$ cat src/rtl/mfp_sevenseg_bcdconv_pkg.sv
// ---------------------------------------------------------------------------
// mfp_sevenseg_pkg
// Shared constants, FSM encoding and the leading-zero blank-mask helper for
// the seven-segment binary-to-BCD converter.
//   SEG_NDIG        number of BCD digits on the display
//   SEG_BIN_W       binary input width (smallest width covering 99_999_999)
//   SEG_MAX_VAL     largest value representable on eight digits
//   SEG_OVF_DIGITS  pattern shown when the input does not fit
//   state_e         converter FSM states
// ---------------------------------------------------------------------------
package mfp_sevenseg_pkg;

  localparam int unsigned SEG_NDIG  = 8;
  localparam int unsigned SEG_BIN_W = 27;
  localparam int unsigned SEG_DIG_W = 4 * SEG_NDIG;
  localparam int unsigned SEG_CNT_W = 5;

  localparam logic [SEG_BIN_W-1:0] SEG_MAX_VAL    = 27'd99_999_999;
  localparam logic [SEG_DIG_W-1:0] SEG_OVF_DIGITS = 32'h9999_9999;

  // Iteration counter load: one iteration per binary input bit.
  localparam logic [SEG_CNT_W-1:0] SEG_CNT_LOAD = SEG_CNT_W'(SEG_BIN_W - 1);

  // EN reset values for the blanking and non-blanking builds.
  localparam logic [SEG_NDIG-1:0] SEG_EN_RST_BLANK = 8'hFE;
  localparam logic [SEG_NDIG-1:0] SEG_EN_ALL_ON    = 8'h00;

  typedef enum logic {
    S_IDLE = 1'b0,
    S_CONV = 1'b1
  } state_e;

  // Active-low digit enables with leading-zero blanking. A digit is blanked
  // when it and every more significant digit are zero; digit 0 is always lit
  // so a zero value still shows "0". Overflow lights everything.
  function automatic logic [SEG_NDIG-1:0] blank_mask(
    input logic [SEG_DIG_W-1:0] digits,
    input logic                 ovf
  );
    logic [SEG_NDIG-1:0] m;
    logic                zero_above;
    int unsigned         idx;
    m          = '0;
    zero_above = 1'b1;
    for (int unsigned k = 0; k < SEG_NDIG - 1; k++) begin
      idx        = SEG_NDIG - 1 - k;
      zero_above = zero_above & (digits[4*idx +: 4] == 4'd0);
      m[idx]     = zero_above;
    end
    m[0] = 1'b0;
    if (ovf) begin
      m = '0;
    end
    return m;
  endfunction

endpackage

$ cat src/rtl/mfp_sevenseg_bcdconv_if.sv
// ---------------------------------------------------------------------------
// mfp_sevenseg_bcdconv_if
// Request/result bundle between a value producer and the BCD converter.
//   start   conversion request (sampled by the converter only when idle)
//   value   binary value to convert, captured with an accepted start
//   busy    converter is iterating
//   done    one-cycle pulse when DIGITS/EN/ovf update
//   ovf     last captured value exceeded 99_999_999
//   DIGITS  packed BCD, digit i in bits [4i+3:4i]
//   EN      active-low digit enables, bit i lights digit i
// Modports: master drives the request, slave is the converter.
// ---------------------------------------------------------------------------
interface mfp_sevenseg_bcdconv_if;
  import mfp_sevenseg_pkg::*;

  logic                 start;
  logic [SEG_BIN_W-1:0] value;
  logic                 busy;
  logic                 done;
  logic                 ovf;
  logic [SEG_DIG_W-1:0] DIGITS;
  logic [SEG_NDIG-1:0]  EN;

  modport master (
    output start,
    output value,
    input  busy,
    input  done,
    input  ovf,
    input  DIGITS,
    input  EN
  );

  modport slave (
    input  start,
    input  value,
    output busy,
    output done,
    output ovf,
    output DIGITS,
    output EN
  );

endinterface

$ cat src/rtl/mfp_sevenseg_bcdconv_add3.sv
// ---------------------------------------------------------------------------
// mfp_bcd_add3
// Combinational double-dabble digit corrector: adds 3 to a BCD digit of 5 or
// more so that the following left shift carries correctly into the next
// digit. Inputs 5..9 map to 8..12, so the result never leaves four bits.
//   d_i  BCD digit before correction
//   q_o  corrected digit
// ---------------------------------------------------------------------------
module mfp_bcd_add3 (
  input  logic [3:0] d_i,
  output logic [3:0] q_o
);

  always_comb begin
    q_o = d_i;
    if (d_i >= 4'd5) begin
      q_o = d_i + 4'd3;
    end
  end

endmodule

$ cat src/rtl/mfp_sevenseg_bcdconv.sv
// ---------------------------------------------------------------------------
// mfp_sevenseg_bcdconv
// Sequential binary-to-BCD converter feeding the Nexys4 DDR seven-segment
// timer. A captured 27-bit value is converted with one shift-add-3 iteration
// per clock (27 clocks), then DIGITS/EN/ovf are committed together with a
// one-cycle done pulse so the display never shows partial results.
// Ports:
//   clk     clock
//   resetn  asynchronous active-low reset
//   bus     mfp_sevenseg_bcdconv_if.slave (start/value in; busy/done/ovf/
//           DIGITS/EN out)
// Configuration macro:
//   MFP_SEVENSEG_BLANK_EN  defined: leading-zero blanking on EN (reset FE);
//                          undefined: EN tied to 8'h00.
// ---------------------------------------------------------------------------
module mfp_sevenseg_bcdconv
  import mfp_sevenseg_pkg::*;
#(
  parameter int unsigned BIN_W = SEG_BIN_W,
  parameter int unsigned NDIG  = SEG_NDIG
) (
  input logic                   clk,
  input logic                   resetn,
  mfp_sevenseg_bcdconv_if.slave bus
);

  localparam int unsigned DW = 4 * NDIG;

  state_e               state_q, state_d;
  logic [BIN_W-1:0]     bin_q, bin_d;
  logic [DW-1:0]        bcd_q, bcd_d;
  logic [DW-1:0]        bcd_adj;
  logic [DW:0]          bcd_shift;
  logic [SEG_CNT_W-1:0] cnt_q, cnt_d;
  logic                 ovf_n_q, ovf_n_d;
  logic [DW-1:0]        digits_q, digits_d;
  logic                 ovf_q, ovf_d;
  logic                 done_q, done_d;
  logic                 commit;
  logic [DW-1:0]        commit_val;

  // Per-digit add-3 correction applied before every shift.
  for (genvar g = 0; g < NDIG; g++) begin : g_add3
    mfp_bcd_add3 u_add3 (
      .d_i (bcd_q[4*g +: 4]),
      .q_o (bcd_adj[4*g +: 4])
    );
  end

  // {bcd, bin} shifted left by one with bin's MSB entering bcd[0].
  assign bcd_shift  = {bcd_adj, bin_q[BIN_W-1]};
  assign commit_val = ovf_n_q ? SEG_OVF_DIGITS : bcd_shift[DW-1:0];

  always_comb begin
    state_d  = state_q;
    bin_d    = bin_q;
    bcd_d    = bcd_q;
    cnt_d    = cnt_q;
    ovf_n_d  = ovf_n_q;
    digits_d = digits_q;
    ovf_d    = ovf_q;
    done_d   = 1'b0;
    commit   = 1'b0;

    unique case (state_q)
      S_IDLE: begin
        if (bus.start) begin
          bin_d   = bus.value;
          bcd_d   = '0;
          ovf_n_d = (bus.value > SEG_MAX_VAL);
          cnt_d   = SEG_CNT_LOAD;
          state_d = S_CONV;
        end
      end
      S_CONV: begin
        bcd_d = bcd_shift[DW-1:0];
        bin_d = {bin_q[BIN_W-2:0], 1'b0};
        cnt_d = cnt_q - SEG_CNT_W'(1);
        // A carry out of the top digit only happens for inputs already
        // flagged as overflow; folding it in keeps the flag sticky.
        ovf_n_d = ovf_n_q | bcd_shift[DW];
        if (cnt_q == '0) begin
          commit   = 1'b1;
          digits_d = commit_val;
          ovf_d    = ovf_n_q;
          done_d   = 1'b1;
          state_d  = S_IDLE;
        end
      end
      default: begin
        state_d = S_IDLE;
      end
    endcase
  end

  always_ff @(posedge clk or negedge resetn) begin
    if (!resetn) begin
      state_q  <= S_IDLE;
      bin_q    <= '0;
      bcd_q    <= '0;
      cnt_q    <= '0;
      ovf_n_q  <= 1'b0;
      digits_q <= '0;
      ovf_q    <= 1'b0;
      done_q   <= 1'b0;
    end else begin
      state_q  <= state_d;
      bin_q    <= bin_d;
      bcd_q    <= bcd_d;
      cnt_q    <= cnt_d;
      ovf_n_q  <= ovf_n_d;
      digits_q <= digits_d;
      ovf_q    <= ovf_d;
      done_q   <= done_d;
    end
  end

  assign bus.busy   = (state_q == S_CONV);
  assign bus.done   = done_q;
  assign bus.ovf    = ovf_q;
  assign bus.DIGITS = digits_q;

`ifdef MFP_SEVENSEG_BLANK_EN
  logic [NDIG-1:0] en_q, en_d;

  // The mask is derived from the value being committed, not from DIGITS,
  // so EN and DIGITS change on the same edge.
  always_comb begin
    en_d = en_q;
    if (commit) begin
      en_d = blank_mask(commit_val, ovf_n_q);
    end
  end

  always_ff @(posedge clk or negedge resetn) begin
    if (!resetn) begin
      en_q <= SEG_EN_RST_BLANK;
    end else begin
      en_q <= en_d;
    end
  end

  assign bus.EN = en_q;
`else
  assign bus.EN = SEG_EN_ALL_ON;
`endif

endmodule

$ cat src/flat_wrapper.sv
// flat-port wrapper written by rule: the top's interface ports become plain ports
module mfp_sevenseg_bcdconv_flat import mfp_sevenseg_pkg::*;
#(
  parameter int unsigned BIN_W = SEG_BIN_W,
  parameter int unsigned NDIG  = SEG_NDIG
)
  (clk, resetn, bus_start, bus_value, bus_busy, bus_done, bus_ovf, bus_DIGITS, bus_EN);
  mfp_sevenseg_bcdconv_if bus_i ();
  input logic clk;
  input logic resetn;
  input wire logic [$bits(bus_i.start)-1:0] bus_start;
  input wire logic [$bits(bus_i.value)-1:0] bus_value;
  output wire logic [$bits(bus_i.busy)-1:0] bus_busy;
  output wire logic [$bits(bus_i.done)-1:0] bus_done;
  output wire logic [$bits(bus_i.ovf)-1:0] bus_ovf;
  output wire logic [$bits(bus_i.DIGITS)-1:0] bus_DIGITS;
  output wire logic [$bits(bus_i.EN)-1:0] bus_EN;
  assign bus_i.start = bus_start;
  assign bus_i.value = bus_value;
  assign bus_busy = bus_i.busy;
  assign bus_done = bus_i.done;
  assign bus_ovf = bus_i.ovf;
  assign bus_DIGITS = bus_i.DIGITS;
  assign bus_EN = bus_i.EN;
  mfp_sevenseg_bcdconv #(.BIN_W(BIN_W), .NDIG(NDIG)) u_core (.clk(clk), .resetn(resetn), .bus(bus_i));
endmodule
$ cat config.mk
export PLATFORM = sky130hd
export DESIGN_NAME = mfp_sevenseg_bcdconv_flat
export DESIGN_NICKNAME = d
export VERILOG_FILES = /design/src/rtl/mfp_sevenseg_bcdconv_pkg.sv /design/src/rtl/mfp_sevenseg_bcdconv_if.sv /design/src/rtl/mfp_sevenseg_bcdconv_add3.sv /design/src/rtl/mfp_sevenseg_bcdconv.sv /design/src/flat_wrapper.sv
export SDC_FILE = /design/constraint.sdc
export NUM_CORES = 1
export LEC_CHECK = 0
export ABC_AREA = 0
export CORE_ASPECT_RATIO = 1.5
export CORE_MARGIN = 4
export CORE_UTILIZATION = 49
export DETAILED_ROUTE_END_ITERATION = 16
export PLACE_DENSITY = 0.78
export SLEW_MARGIN = 25
export SYNTH_ARGS = -nofsm -noshare
export SYNTH_HDL_FRONTEND = slang
export SYNTH_SLANG_ARGS = --single-unit
export TNS_END_PERCENT = 30
$ cat constraint.sdc
create_clock -name clk -period 1.6 [get_ports clk]
set_clock_uncertainty 0.05 [all_clocks]
set_input_delay 0.16 -clock clk [delete_from_list [all_inputs] [get_ports clk]]
set_output_delay 0.16 -clock clk [all_outputs]
set_load 0.05 [all_outputs]
==> impl_metrics.env <==
export IMPL_grt_max_degree=41
export IMPL_fillers=747
export IMPL_cts_made_buffers=9
export IMPL_grt_pass1_wl_microns=19100
export IMPL_numPortBuffers=64
export IMPL_instances_no_fill=692
export IMPL_tns_ns=-0.394
export IMPL_wl_microns=11300
export IMPL_dominantRegCellSynth="dfrtp_1"
export IMPL_path_cells="inv_1 -> ha_2 -> nor3b_4 -> nand3b_4 -> buf_4 -> a22o_1"
export IMPL_area_growth_pct=29.6
export IMPL_setup_viol=21
export IMPL_placed_cell_area_sq_um=5870
export IMPL_fin_ws_ns=-0.0380
export IMPL_critPathSlowestCell="dfrtp_1"
export IMPL_viasPerCell=5.64
export IMPL_core_sq_um=9800
export IMPL_cts_tree="yes"
export IMPL_yosysUniqueCellTypes=42
export IMPL_cts_num_sinks=100
export IMPL_p_per_area_nw_per_um2=2080
export IMPL_busiest_layer="met2"
export IMPL_ant_nets=0
export IMPL_die_height_microns=131
export IMPL_ys_ff_latch=100
export IMPL_end_kind="flop"
export IMPL_cts_clk_slew_worst_paths_ns=0.07
export IMPL_path_max_fanout=8
export IMPL_antennaDiodeCount=0
export IMPL_power_w=0.0134
export IMPL_dp_cells=668
export IMPL_use_met1=0.216
export IMPL_root_buffer="clkbuf_16"
export IMPL_async_reset_ff_frac=1.00
export IMPL_firstDrtPassIters=4
export IMPL_yosysSeqAreaShare=0.505
export IMPL_arrival_ns=1.83
export IMPL_synth_edf_count=0
export IMPL_finalCriticalPeriod_ns=1.64
export IMPL_gp_congestion=0.812
export IMPL_crit_type="flop to flop"
export IMPL_place_ws_ns=-0.130
export IMPL_reg2reg_depth=6
export IMPL_grt_pass1_vias=4081
export IMPL_cts_htree_levels=3
export IMPL_fin_area_sq_um=6420
export IMPL_hp_class="input pin to asynchronous set/reset pin"
export IMPL_fp_row_count=44
export IMPL_fp_dieW_microns=90.1
export IMPL_synth_warnings=0
export IMPL_maxSlewViolCount=0
export IMPL_hpwlAfterDp_microns=7840
export IMPL_cpLargestDelayFamily="simple AND/OR/NAND/NOR gates"
export IMPL_crit_required_ns=1.79
export IMPL_maxCapViolCount=0
export IMPL_wl_per_cell_microns=16.3
export IMPL_p_leak_nw=3.10
export IMPL_cts_buffer_depth=2
export IMPL_vdd_ir_drop_max_uv=919
export IMPL_cp_slowest_stage_delay_ns=0.39
export IMPL_pin_count=73
export IMPL_worst_path_stages=6
export IMPL_finalHoldViolations=0
export IMPL_fmax_mhz=611
export IMPL_drtIter0Drc=246
export IMPL_final_nets=619
export IMPL_insertion_delay_ns=0.35
export IMPL_antenna_found_initial=0
export IMPL_drc=0
export IMPL_use_met2=0.370
export IMPL_grt_use_total=0.196
export IMPL_die_area_sq_um=11800
export IMPL_drive_gt1_frac=0.232
export IMPL_use_met3=0.0441
export IMPL_syn_area_per_cell_sq_um=10.4
export IMPL_start_util=0.506
export IMPL_gr_total_overflow=0
export IMPL_netlist_area_sq_um=4950
export IMPL_vias=3901
export IMPL_violations="setup timing"
export IMPL_fin_crit_sh=1.02
export IMPL_critPathLaunchType="flop"
export IMPL_rsz0062_at_grt="yes"
export IMPL_outcome="finished, violations left"
export IMPL_synth_cells=475
export IMPL_crit_buf_inv=2
metal layers:
metal  up-vias  share of wire  routed length (microns)
met1      1953           0.39                     4420
li1       1856              -                        -
met5         -              0                        0
met3        14          0.045                      507
met4         0          0.014                      152
met2        78           0.55                     6180
logic make-up (layout without fill, tap and decap cells):
kind of cell    count (synthesis)  in the layout  synth area share
compound gates                134            134             0.177
xor+xnor                       10             10            0.0177
fa+ha+maj                      17             17            0.0429
buf+inv                        54            149            0.0556
flops                         100            100             0.505
mux                            43             43            0.0871
other cells                     1              8          0.000757
simple gates                  116            116             0.114
Yosys cell counts (all sizes together) (7+ instances only):
| library cell | count | area, sq um |
|---|---|---|
| dfrtp | 100 | 2500 |
| nand2 | 48 | 180 |
| mux2i | 42 | 420 |
| a21oi | 38 | 190 |
| o21ai | 35 | 175 |
| buf | 27 | 174 |
| nor2 | 27 | 104 |
| a21o | 22 | 165 |
| inv | 19 | 71.3 |
| a22o | 17 | 149 |
| ha | 17 | 213 |
| nor3b | 16 | 125 |
| nor3 | 10 | 50.1 |
| xnor2 | 10 | 87.6 |
| a31oi | 8 | 50.1 |
| nand2b | 8 | 50.1 |
| a32o | 7 | 70.1 |
| clkbuf | 7 | 26.3 |
where the power goes:
group | leakage, nW | total (W) | switching, W | internal [W]
logic | 1.69 | 0.00672 | 0.00369 | 0.00303
registers | 1.27 | 0.00440 | 0.000847 | 0.00355
clock network | 0.148 | 0.00225 | 0.000946 | 0.00130
total | 3.10 | 0.0134 | 0.00549 | 0.00788
timing repair:
action                                  in CTS  in global routing
gates resized for setup                     14                 23
setup buffers                                4                  2
hold endpoints to repair                    75                  0
endpoints found under the setup margin      40                 47
cloned                                       1                  0
hold buffers                                 1                  0
pin swaps                                    1                 13
final timing paths:
path | from | end | slack (ns)
max | u_core.cnt_q[1] | u_core.bus.DIGITS[14] | -0.04
max in group asynchronous | resetn | u_core.bus.busy | 0.77
min | resetn | u_core.bin_q[18] | 0.19
min in group clk | bus_start | u_core.bin_q[25] | 0.20
max reg2reg | u_core.cnt_q[1] | u_core.bus.DIGITS[14] | -0.04
min reg2reg | u_core.bus.ovf | u_core.bus.ovf | 0.44
metrics by stage:
step                utilization  hold WS (ns)
floorplan                     -        -0.186
global placement          0.599        0.0313
detailed placement        0.599        0.0300
CTS                       0.644         0.199
global route              0.656         0.229
finish                    0.656         0.194
final cells by class:
type / count / area [sq um] / share of cell area
clock buffer: 11 / 253 / 0.0393
clock inverter: 5 / 58.8 / 0.00915
inverter: 20 / 77.6 / 0.0121
multi-input combinational: 328 / 2340 / 0.365
sequential: 100 / 2510 / 0.390
tap: 115 / 144 / 0.0224
timing repair buffer: 113 / 1040 / 0.162
sequential cells by signal (all words and copies together) (netlist names):
register           cells
u_core.bcd_q          32
u_core.bus.DIGITS     32
u_core.bin_q          27
u_core.cnt_q           5
u_core.bus.busy        1
u_core.bus.done        1
u_core.bus.ovf         1
u_core.ovf_n_q         1
cells in the final DEF, fill, tap and decap left out, types with 2 or more instances in the layout:
cell | synthesis | layout
conb_1 | 1 | 8
clkbuf_16 | 0 | 9
a21oi_1 | 38 | 26
mux2i_1 | 42 | 41
clkdlybuf4s50_1 | 0 | 27
nand2b_4 | 0 | 2
nor2_2 | 1 | 4
o21ai_1 | 1 | 2
clkbuf_8 | 0 | 2
a21oi_2 | 0 | 11
buf_12 | 0 | 7
a32o_1 | 7 | 7
inv_1 | 18 | 17
buf_6 | 2 | 3
nor2_1 | 26 | 22
nand2b_1 | 8 | 6
buf_4 | 11 | 73
xnor2_1 | 10 | 10
clkinvlp_4 | 0 | 2
nor3_1 | 10 | 10
a22o_1 | 17 | 17
nor3b_1 | 15 | 15
a21o_1 | 22 | 22
dfrtp_1 | 100 | 99
ha_1 | 17 | 14
nand2_1 | 48 | 48
o21ai_0 | 34 | 33
ha_2 | 0 | 3
a31oi_1 | 8 | 7
worst register-to-register path, delay by kind of cell (launching register included):
kind / cells / cell delay [ns]
simple gates: 2 / 0.42
compound gates: 1 / 0.23
buf+inv: 2 / 0.28
fa+ha+maj: 1 / 0.17
flops: 1 / 0.39
No activity file was read; power rests on OpenSTA's default activity.
